## src/rtl/hub_pkg.sv

```systemverilog
// Shared definitions for the HUB floating-point datapath: FSM state type,
// exponent bias and field-slice helpers used by both the divider and the multiplier.
package hub_pkg;

  typedef enum logic [1:0] {
    IDLE,
    CALC,
    DONE
  } state_t;

  // Excess-2^(E-1) exponent bias.
  function automatic int hub_bias(input int e);
    return 32'sd1 <<< (e - 1);
  endfunction

  // Field helpers take the operand zero-extended to 64 bits plus the field widths,
  // so one definition serves every format size.
  function automatic logic hub_sign(input logic [63:0] x, input int m, input int e);
    logic [63:0] t;
    t = x >> (m + e);
    return t[0];
  endfunction

  function automatic logic [63:0] hub_exp(input logic [63:0] x, input int m, input int e);
    return (x >> m) & ((64'd1 << e) - 64'd1);
  endfunction

  function automatic logic [63:0] hub_mant(input logic [63:0] x, input int m);
    return x & ((64'd1 << m) - 64'd1);
  endfunction

endpackage

```

## src/rtl/hub_div.sv

```systemverilog
// Sequential HUB floating-point divider: radix-2 restoring division, one quotient
// bit per cycle, valid/ready handshake on input and output.
module hub_div
  import hub_pkg::*;
#(
  parameter int M = 23,
  parameter int E = 8
) (
  input  logic             clk,
  input  logic             rst,
  input  logic [E+M:0]     X,
  input  logic [E+M:0]     Y,
  input  logic             in_valid,
  output logic             in_ready,
  output logic [E+M:0]     Z,
  output logic             out_valid,
  input  logic             out_ready
);

  localparam int CW = $clog2(M + 1);

  state_t          r_state;
  logic            r_sign;
  logic [E-1:0]    r_exp;
  logic [M+1:0]    r_b;
  logic [M+2:0]    r_rem;
  logic [M-1:0]    r_q;
  logic [CW-1:0]   r_count;
  logic [E+M:0]    r_z;
  logic            r_out_valid;

  logic [M+1:0]    w_a;
  logic [M+1:0]    w_b;
  logic            w_lt;
  logic [E-1:0]    w_exp_x;
  logic [E-1:0]    w_exp_y;
  logic [E-1:0]    w_exp;
  logic [M+2:0]    w_rem_init;
  logic            w_ge;
  logic [M+2:0]    w_rem_sub;
  logic [M+2:0]    w_rem_next;
  logic [M-1:0]    w_q_next;

  // Operands with both implicit ones attached: {1, mantissa, ILSB}.
  assign w_a        = {1'b1, M'(hub_mant(64'(X), M)), 1'b1};
  assign w_b        = {1'b1, M'(hub_mant(64'(Y), M)), 1'b1};
  assign w_lt       = (w_a < w_b);
  assign w_rem_init = w_lt ? {w_a, 1'b0} : {1'b0, w_a};

  // Exponent arithmetic is modulo 2^E; wrap is intentionally silent.
  assign w_exp_x = E'(hub_exp(64'(X), M, E));
  assign w_exp_y = E'(hub_exp(64'(Y), M, E));
  assign w_exp   = w_exp_x - w_exp_y + E'(hub_bias(E)) - E'(w_lt);

  assign w_ge       = (r_rem >= {1'b0, r_b});
  assign w_rem_sub  = w_ge ? (r_rem - {1'b0, r_b}) : r_rem;
  assign w_rem_next = w_rem_sub << 1;

  // The integer quotient bit (count == M) is always 1 and never stored.
  // NOTE: every variable assigned in always_comb gets a default first, so no latch is inferred.
  always_comb begin
    w_q_next = r_q;
    if (r_count != CW'(M)) w_q_next[r_count] = w_ge;
  end

  // NOTE: sequential state uses non-blocking assignments only.
  always_ff @(posedge clk) begin
    if (rst) begin
      r_state     <= IDLE;
      r_sign      <= 1'b0;
      r_exp       <= '0;
      r_b         <= '0;
      r_rem       <= '0;
      r_q         <= '0;
      r_count     <= '0;
      r_z         <= '0;
      r_out_valid <= 1'b0;
    end else begin
      case (r_state)
        IDLE: begin
          if (in_valid) begin
            r_sign  <= hub_sign(64'(X), M, E) ^ hub_sign(64'(Y), M, E);
            r_exp   <= w_exp;
            r_b     <= w_b;
            r_rem   <= w_rem_init;
            r_q     <= '0;
            r_count <= CW'(M);
            r_state <= CALC;
          end
        end
        CALC: begin
          r_rem <= w_rem_next;
          r_q   <= w_q_next;
          if (r_count == '0) begin
            // Truncating the remainder is round-to-nearest in HUB format.
            r_z         <= {r_sign, r_exp, w_q_next};
            r_out_valid <= 1'b1;
            r_state     <= DONE;
          end else begin
            r_count <= r_count - CW'(1);
          end
        end
        DONE: begin
          if (out_ready) begin
            r_out_valid <= 1'b0;
            r_state     <= IDLE;
          end
        end
        default: r_state <= IDLE;
      endcase
    end
  end

  assign in_ready  = (r_state == IDLE) && !rst;
  assign Z         = r_z;
  assign out_valid = r_out_valid;

endmodule

```

## config.mk

```make
export PLATFORM = sky130hd
export DESIGN_NAME = hub_div
export DESIGN_NICKNAME = d
export VERILOG_FILES = /design/src/rtl/hub_pkg.sv /design/src/rtl/hub_div.sv
export SDC_FILE = /design/constraint.sdc
export NUM_CORES = 1
export LEC_CHECK = 0
export BUFFER_PORTS_ARGS = -buffer_cell sky130_fd_sc_hd__buf_2
export CAP_MARGIN = 20
export CELL_PAD_IN_SITES_DETAIL_PLACEMENT = 2
export CELL_PAD_IN_SITES_GLOBAL_PLACEMENT = 2
export CORE_MARGIN = 2
export CORE_UTILIZATION = 37
export CTS_CLUSTER_SIZE = 25
export DETAILED_ROUTE_END_ITERATION = 10
export PLACE_DENSITY = 0.9
export SYNTH_ARGS = -nofsm -noshare
export SYNTH_HDL_FRONTEND = slang
export SYNTH_SLANG_ARGS = --single-unit
```

## constraint.sdc

```tcl
create_clock -name clk -period 8.6 [get_ports clk]
set_input_delay 0.86 -clock clk [delete_from_list [all_inputs] [get_ports clk]]
set_output_delay 0.86 -clock clk [all_outputs]
set_load 0.005 [all_outputs]
```

Word level (Yosys, flattened, before mapping). Cells that the tools add are included.

Register bits: 123. Output and inout bits: 34.

$add $sub $neg: 5. $lt $le $gt $ge: 4. Eq/ne operators: 7. Muxes and demuxes: 20. Bitwise operators: 1. Reductions and logical operators: 13.

Operator list (count): $mux W26 (2); $pmux W26 S2 (1); $mux W23 (2); $pmux W23 S2 (1); $ge A26 B25 Y1 (1); $lt A25 B25 Y1 (1); $mux W25 (1); $sub A25 B25 Y25 (1); $bwmux W23 (1); $mux W5 (2); $pmux W5 S2 (1); $reduce_and A3 Y1 (3); $add A8 B8 Y8 const B (1); $ne A2 B2 Y1 const B (4); $sub A8 B1 Y8 (1); $sub A8 B8 Y8 (1); $lt A5 B6 Y1 const B (1); $mux W2 (3); $pmux W2 S3 (1); $reduce_and A2 Y1 (3); $demux W1 S5 (1); $ge A5 B1 Y1 const B (1); $logic_not A5 Y1 (1); $ne A5 B5 Y1 const B (1); 10 further kinds (14).

Depth between registers and ports, before layout.
Word-level depth: 7. Depth in mapped cells: 21. Gate-level depth less buffers: 19.

Worst setup path after synthesis. Ideal clock, no wire load.

Kind: input-to-reg. Start: input Y[19]. End: register r_exp[6]. Setup time: 0.070 ns. Data arrival time: 4.062 ns. Data required time: 8.530 ns. Path slack: 4.468 ns. Stages: 19. Path buffers: 2. Cells stage by stage: inv_1 ha_1 nand4_1 nor4_1 a21oi_2 buf_2 buf_2 fa_1 fa_1 inv_1 ha_1 inv_1 fa_1 inv_1 a21o_1 a21oi_1 xnor2_1 nand2_1 a21oi_1.

Word-level cells in the longest chain between the ends: 2.

RTL lines: start, declared (RTL line hub_div.sv:12) `input logic [E+M:0] Y,`; $lt A25 B25 Y1 (RTL line hub_div.sv:47) `assign w_lt = (w_a < w_b);`; $sub A8 B1 Y8 (RTL line hub_div.sv:53) `assign w_exp = w_exp_x - w_exp_y + E'(hub_bias(E)) - E'(w_lt);`; end signal, assigned (RTL line hub_div.sv:83) `r_exp <= w_exp;`; end, declared (RTL line hub_div.sv:24) `logic [E-1:0] r_exp;`.

No other way between the ends. A chain may end at the register's enable or synchronous reset.

Worst setup path after layout. Same ends and word-level chain as after synthesis.

==> qor.txt <==
STA
------------------------------------------------------------------------------------
Actual transition at the worst max-transition pin                            1.13 ns
Setup repair after global routing missed its margin                               no
Worst Hold Slack                                                            0.457 ns
Count of final hold-check violations                                               0
Slew Viols, Final                                                                  0
Period utilisation layout                                                      0.550
Setup slack of the critical path after layout                                3.87 ns
Total Neg Setup Slack                                                           0 ns
Tmin final                                                                   4.73 ns
Max Fclk                                                                   0.211 GHz
Finish-stage setup viols                                                           0
Post-route clock skew                                                     0.00937 ns
Slew Limit Headroom                                                            0.249

WORST SETUP PATH
------------------------------------------------------------------------------------
Kind of critical path                                                         in2reg
Type of element capturing the critical path                                     flop
Required time at the endpoint of the critical path                           8.96 ns
Worst setup SP type                                                        input pin
Crit-path max FO                                                                  42
Worst path arrival time                                                      5.09 ns
Number of cells on the worst reg-to-reg path                                      12

LAYOUT
------------------------------------------------------------------------------------
Total non-filler cell area in the finished layout                        0.00894 mm²
# nets final                                                                   1,200
Share of the core filled with cells                                            0.442
Area added between synthesis and finish                                        17.2%
Share of final-layout standard cells stronger than drive strength 1            0.150

YOSYS
------------------------------------------------------------------------------------
Distinct cell type count after synthesis                                          68
Parity-gate share of the synthesized area counting xor and xnor cells         0.0310
Part of the Yosys area used for sequential elements                            0.317
Summed instance area of the synthesized netlist                          0.00763 mm²
Area contributors post-synth                                            sky130_fd_sc_hd__dfxtp_1, sky130_fd_sc_hd__ha_1, sky130_fd_sc_hd__nand2_1, sky130_fd_sc_hd__a21oi_1, sky130_fd_sc_hd__o21ai_0
Adder and majority gate portion of the synthesized area                        0.119
Average cell area after synthesis                                           7.76 µm²
Fraction of post-synthesis cell area in the top cell type by area              0.317
Number of enable-type register cells in the synthesized netlist                    0
Instance count of the mapped netlist                                             984
Syn. warnings                                                                      0
Post-synthesis mux area share                                                 0.0344
Post-synthesis net count                                                       1,122
Post-synth top flop                                                     sky130_fd_sc_hd__dfxtp_1
Fraction of the mapped netlist area in simple logic gates                      0.201
Fraction of registers with async set or reset after synthesis                      0
Area fraction in compound gates after synthesis                                0.228
Number of storage elements in the synthesis netlist                              121
Largest family of logic cells by synthesized area                       compound AO/OA/AOI/OAI gates
Cell type contributing the most total cell area after synthesis         sky130_fd_sc_hd__dfxtp_1

CLOCK TREE
------------------------------------------------------------------------------------
Number of cells upsized or downsized after cts                                     0
Register clock-pin slew on the reported worst setup and hold paths           0.06 ns
Max Root-Sink Buffers                                                              2
Clk_lat worst skew                                                           0.44 ns
Number of buffers inserted by post-CTS setup repair                                0
Total CTS buffers                                                                 17
Hold Buf Count CTS                                                                 0
Clock root buffer                                                       sky130_fd_sc_hd__clkbuf_16
CTS H-tree lvls                                                                    4
Clk sink count                                                                   121
TritonCTS clock tree                                                             yes

POWER
------------------------------------------------------------------------------------
Static leakage power                                                         3.84 nW
Relative contribution of combinational cells to total power                    0.478
IR Drop Worst-Case VDD                                                      0.161 mV
Net switching power figure                                                   1.26 mW
Clk pwr share                                                                  0.272
Sequential power share                                                         0.250
Switching power as a share of total power                                      0.450
Power per cell area                                                       312 mW/mm²
Int Pwr                                                                      1.54 mW

WORST HOLD PATH
------------------------------------------------------------------------------------
Class of the most critical hold timing path                                  reg2reg
Worst hold path stage count                                                        2

GLOBAL ROUTE
------------------------------------------------------------------------------------
Combined global-route utilization of all metal layers                          0.318
Vias in the first global route                                                 9,062
Largest net degree at the start of global routing                                 73
Wire length of the first global-routing pass                               53,600 µm
Antenna violations before repair                                                   0
Gr ovfl total                                                                      0

DETAILED ROUTING
------------------------------------------------------------------------------------
Residual DRC count                                                                 0
Vias/cell                                                                       6.08
Sum of routed wire length over all layers                                  34,100 µm
Total number of vias                                                           8,177
Initial DRC Count                                                                482
Antenna Nets Post-Route                                                            0
Routed WL per cell                                                           25.3 µm
Detailed-routing iteration count for the pre-antenna-repair pass                   4

FLOORPLANNING
------------------------------------------------------------------------------------
Die area                                                                  0.0218 mm²
Starting density of the core                                                   0.377
Standard cell core area                                                   0.0202 mm²
Standard-cell rows                                                                52
Vert. Die Dim                                                                 148 µm
Chip Width                                                                    148 µm
Ports placed on the boundary                                                     102

PLACE
------------------------------------------------------------------------------------
Detailed-placement wirelength estimate                                     20,200 µm
DP Area                                                                  0.00835 mm²
Global placement routability congestion                                        0.808
IO Port Bufs                                                                     101
Pre-CTS setup slack                                                          3.78 ns

OUTCOME
------------------------------------------------------------------------------------
Result of the run                                                       complete, no violations

JOB
------------------------------------------------------------------------------------
Number of max-cap violations                                                       0

state kept, by name, indices dropped and copies added, names as in the netlist:
signal,flops
r_q,22
r_count,5
r_rem,26
r_exp,8
out_valid,1
Z,32
r_state,2
r_sign,1
r_b,24
critical path: stages:
cell and delay [ns]:
sky130_fd_sc_hd__buf_2 0.09, sky130_fd_sc_hd__inv_1 0.06, sky130_fd_sc_hd__ha_1 0.34, sky130_fd_sc_hd__nand4_1 0.20, sky130_fd_sc_hd__o21ai_0 0.29, sky130_fd_sc_hd__a31oi_1 0.11
sky130_fd_sc_hd__o211ai_1 0.35, sky130_fd_sc_hd__a21oi_4 0.04, sky130_fd_sc_hd__buf_4 0.31, sky130_fd_sc_hd__fa_1 0.46, sky130_fd_sc_hd__fa_1 0.38, sky130_fd_sc_hd__inv_1 0.07
sky130_fd_sc_hd__ha_1 0.16, sky130_fd_sc_hd__inv_1 0.08, sky130_fd_sc_hd__fa_1 0.44, sky130_fd_sc_hd__inv_1 0.10, sky130_fd_sc_hd__a21o_1 0.13, sky130_fd_sc_hd__a21oi_1 0.08
sky130_fd_sc_hd__xnor2_1 0.18, sky130_fd_sc_hd__nand2_1 0.12, sky130_fd_sc_hd__a21oi_1 0.21
cell type report:
class                           instances  area, µm²
Fill cell                            2271      11300
Multi-Input combinational cell        733       4690
Sequential cell                       121       2420
Timing Repair Buffer                  111        603
Clock buffer                           17        425
Tap cell                              270        338
Inverter                               78        293
Clock inverter                         15        168
Antenna cell                            1       2.50
per-layer routing:
metal  share of wire  vias up  GRT usage
li1                -     3605          -
met1            0.40     4145      0.366
met2            0.51      313      0.569
met3           0.045      114     0.0583
met4           0.044        0      0.150
met5               0        -          0
power by group through the flow:
stage / clock network (mW) / registers (mW) / logic (mW)
2_1_floorplan: 0 / 0.679 / 0.900
3_3_place_gp: 0 / 0.691 / 1.12
3_5_place_dp: 0 / 0.698 / 1.20
4_1_cts: 0.766 / 0.695 / 1.30
5_1_grt: 0.790 / 0.704 / 1.41
6_report: 0.760 / 0.697 / 1.34
through the flow:
stage / instances / power [mW]
after floorplan: 984 / 1.58
after global placement: 1312 / 1.81
after detailed placement: 1313 / 1.90
after CTS: 1345 / 2.76
after global routing: 1345 / 2.90
final: 1346 / 2.79
kinds of logic (layout without fill, tap and decap cells):
| group | after synthesis | in the layout |
|---|---|---|
| other | 0 | 1 |
| AO/OA/AOI/OAI | 277 | 277 |
| adder cells (fa/ha/maj) | 70 | 70 |
| multiplexers | 26 | 26 |
| XOR/XNOR | 27 | 27 |
| buffers and inverters | 130 | 221 |
| AND/OR/NAND/NOR | 333 | 333 |
| flip-flops | 121 | 121 |
synthesized netlist by cell type, drive strengths merged, types with 2 or more instances:
library cell and count:
nor2b 23, a21o 15, a31oi 6, nand2b 16
mux2i 24, o21ai 71, o21bai 5, nor3b 3
a21boi 5, mux2 2, or4 2, nand4 7
nor4 3, o21a 4, clkbuf 39, a2111oi 3
nand3 10, inv 78, xnor2 14, a21oi 84
o31ai 3, a211o 2, a41oi 2, xor2 13
a22o 5, a311oi 2, a22oi 10, and2 4
dfxtp 121, a221oi 3, o211ai 6, fa 4
nor2 85, o22ai 16, nor3 53, or3 3
ha 66, buf 13, o41ai 2, nand2 118
a211oi 27
cell usage in the layout, fill, tap and decap left out, drive strengths merged, types with 13 or more instances in the layout:
cell    Yosys  layout
dfxtp     121     121
o22ai      16      16
a21o       15      15
xnor2      14      14
nor2       85      85
nor2b      23      23
a21oi      84      84
nor3       53      53
o21ai      71      71
a211oi     27      27
nand2b     16      16
inv        78      84
nand2     118     118
clkbuf     39      17
ha         66      66
buf        13     111
mux2i      24      24
xor2       13      13
path summary, 6_finish.rpt:
| check | from | endpoint | slack, ns |
|---|---|---|---|
| worst min-delay path | r_b[18] | r_b[18] | 0.46 |
| worst max register to register | r_rem[0] | r_rem[18] | 3.91 |
| worst min register to register | r_b[18] | r_b[18] | 0.46 |
| worst max-delay path | Y[19] | r_exp[6] | 3.87 |
(Power assumes the default switching activity.)
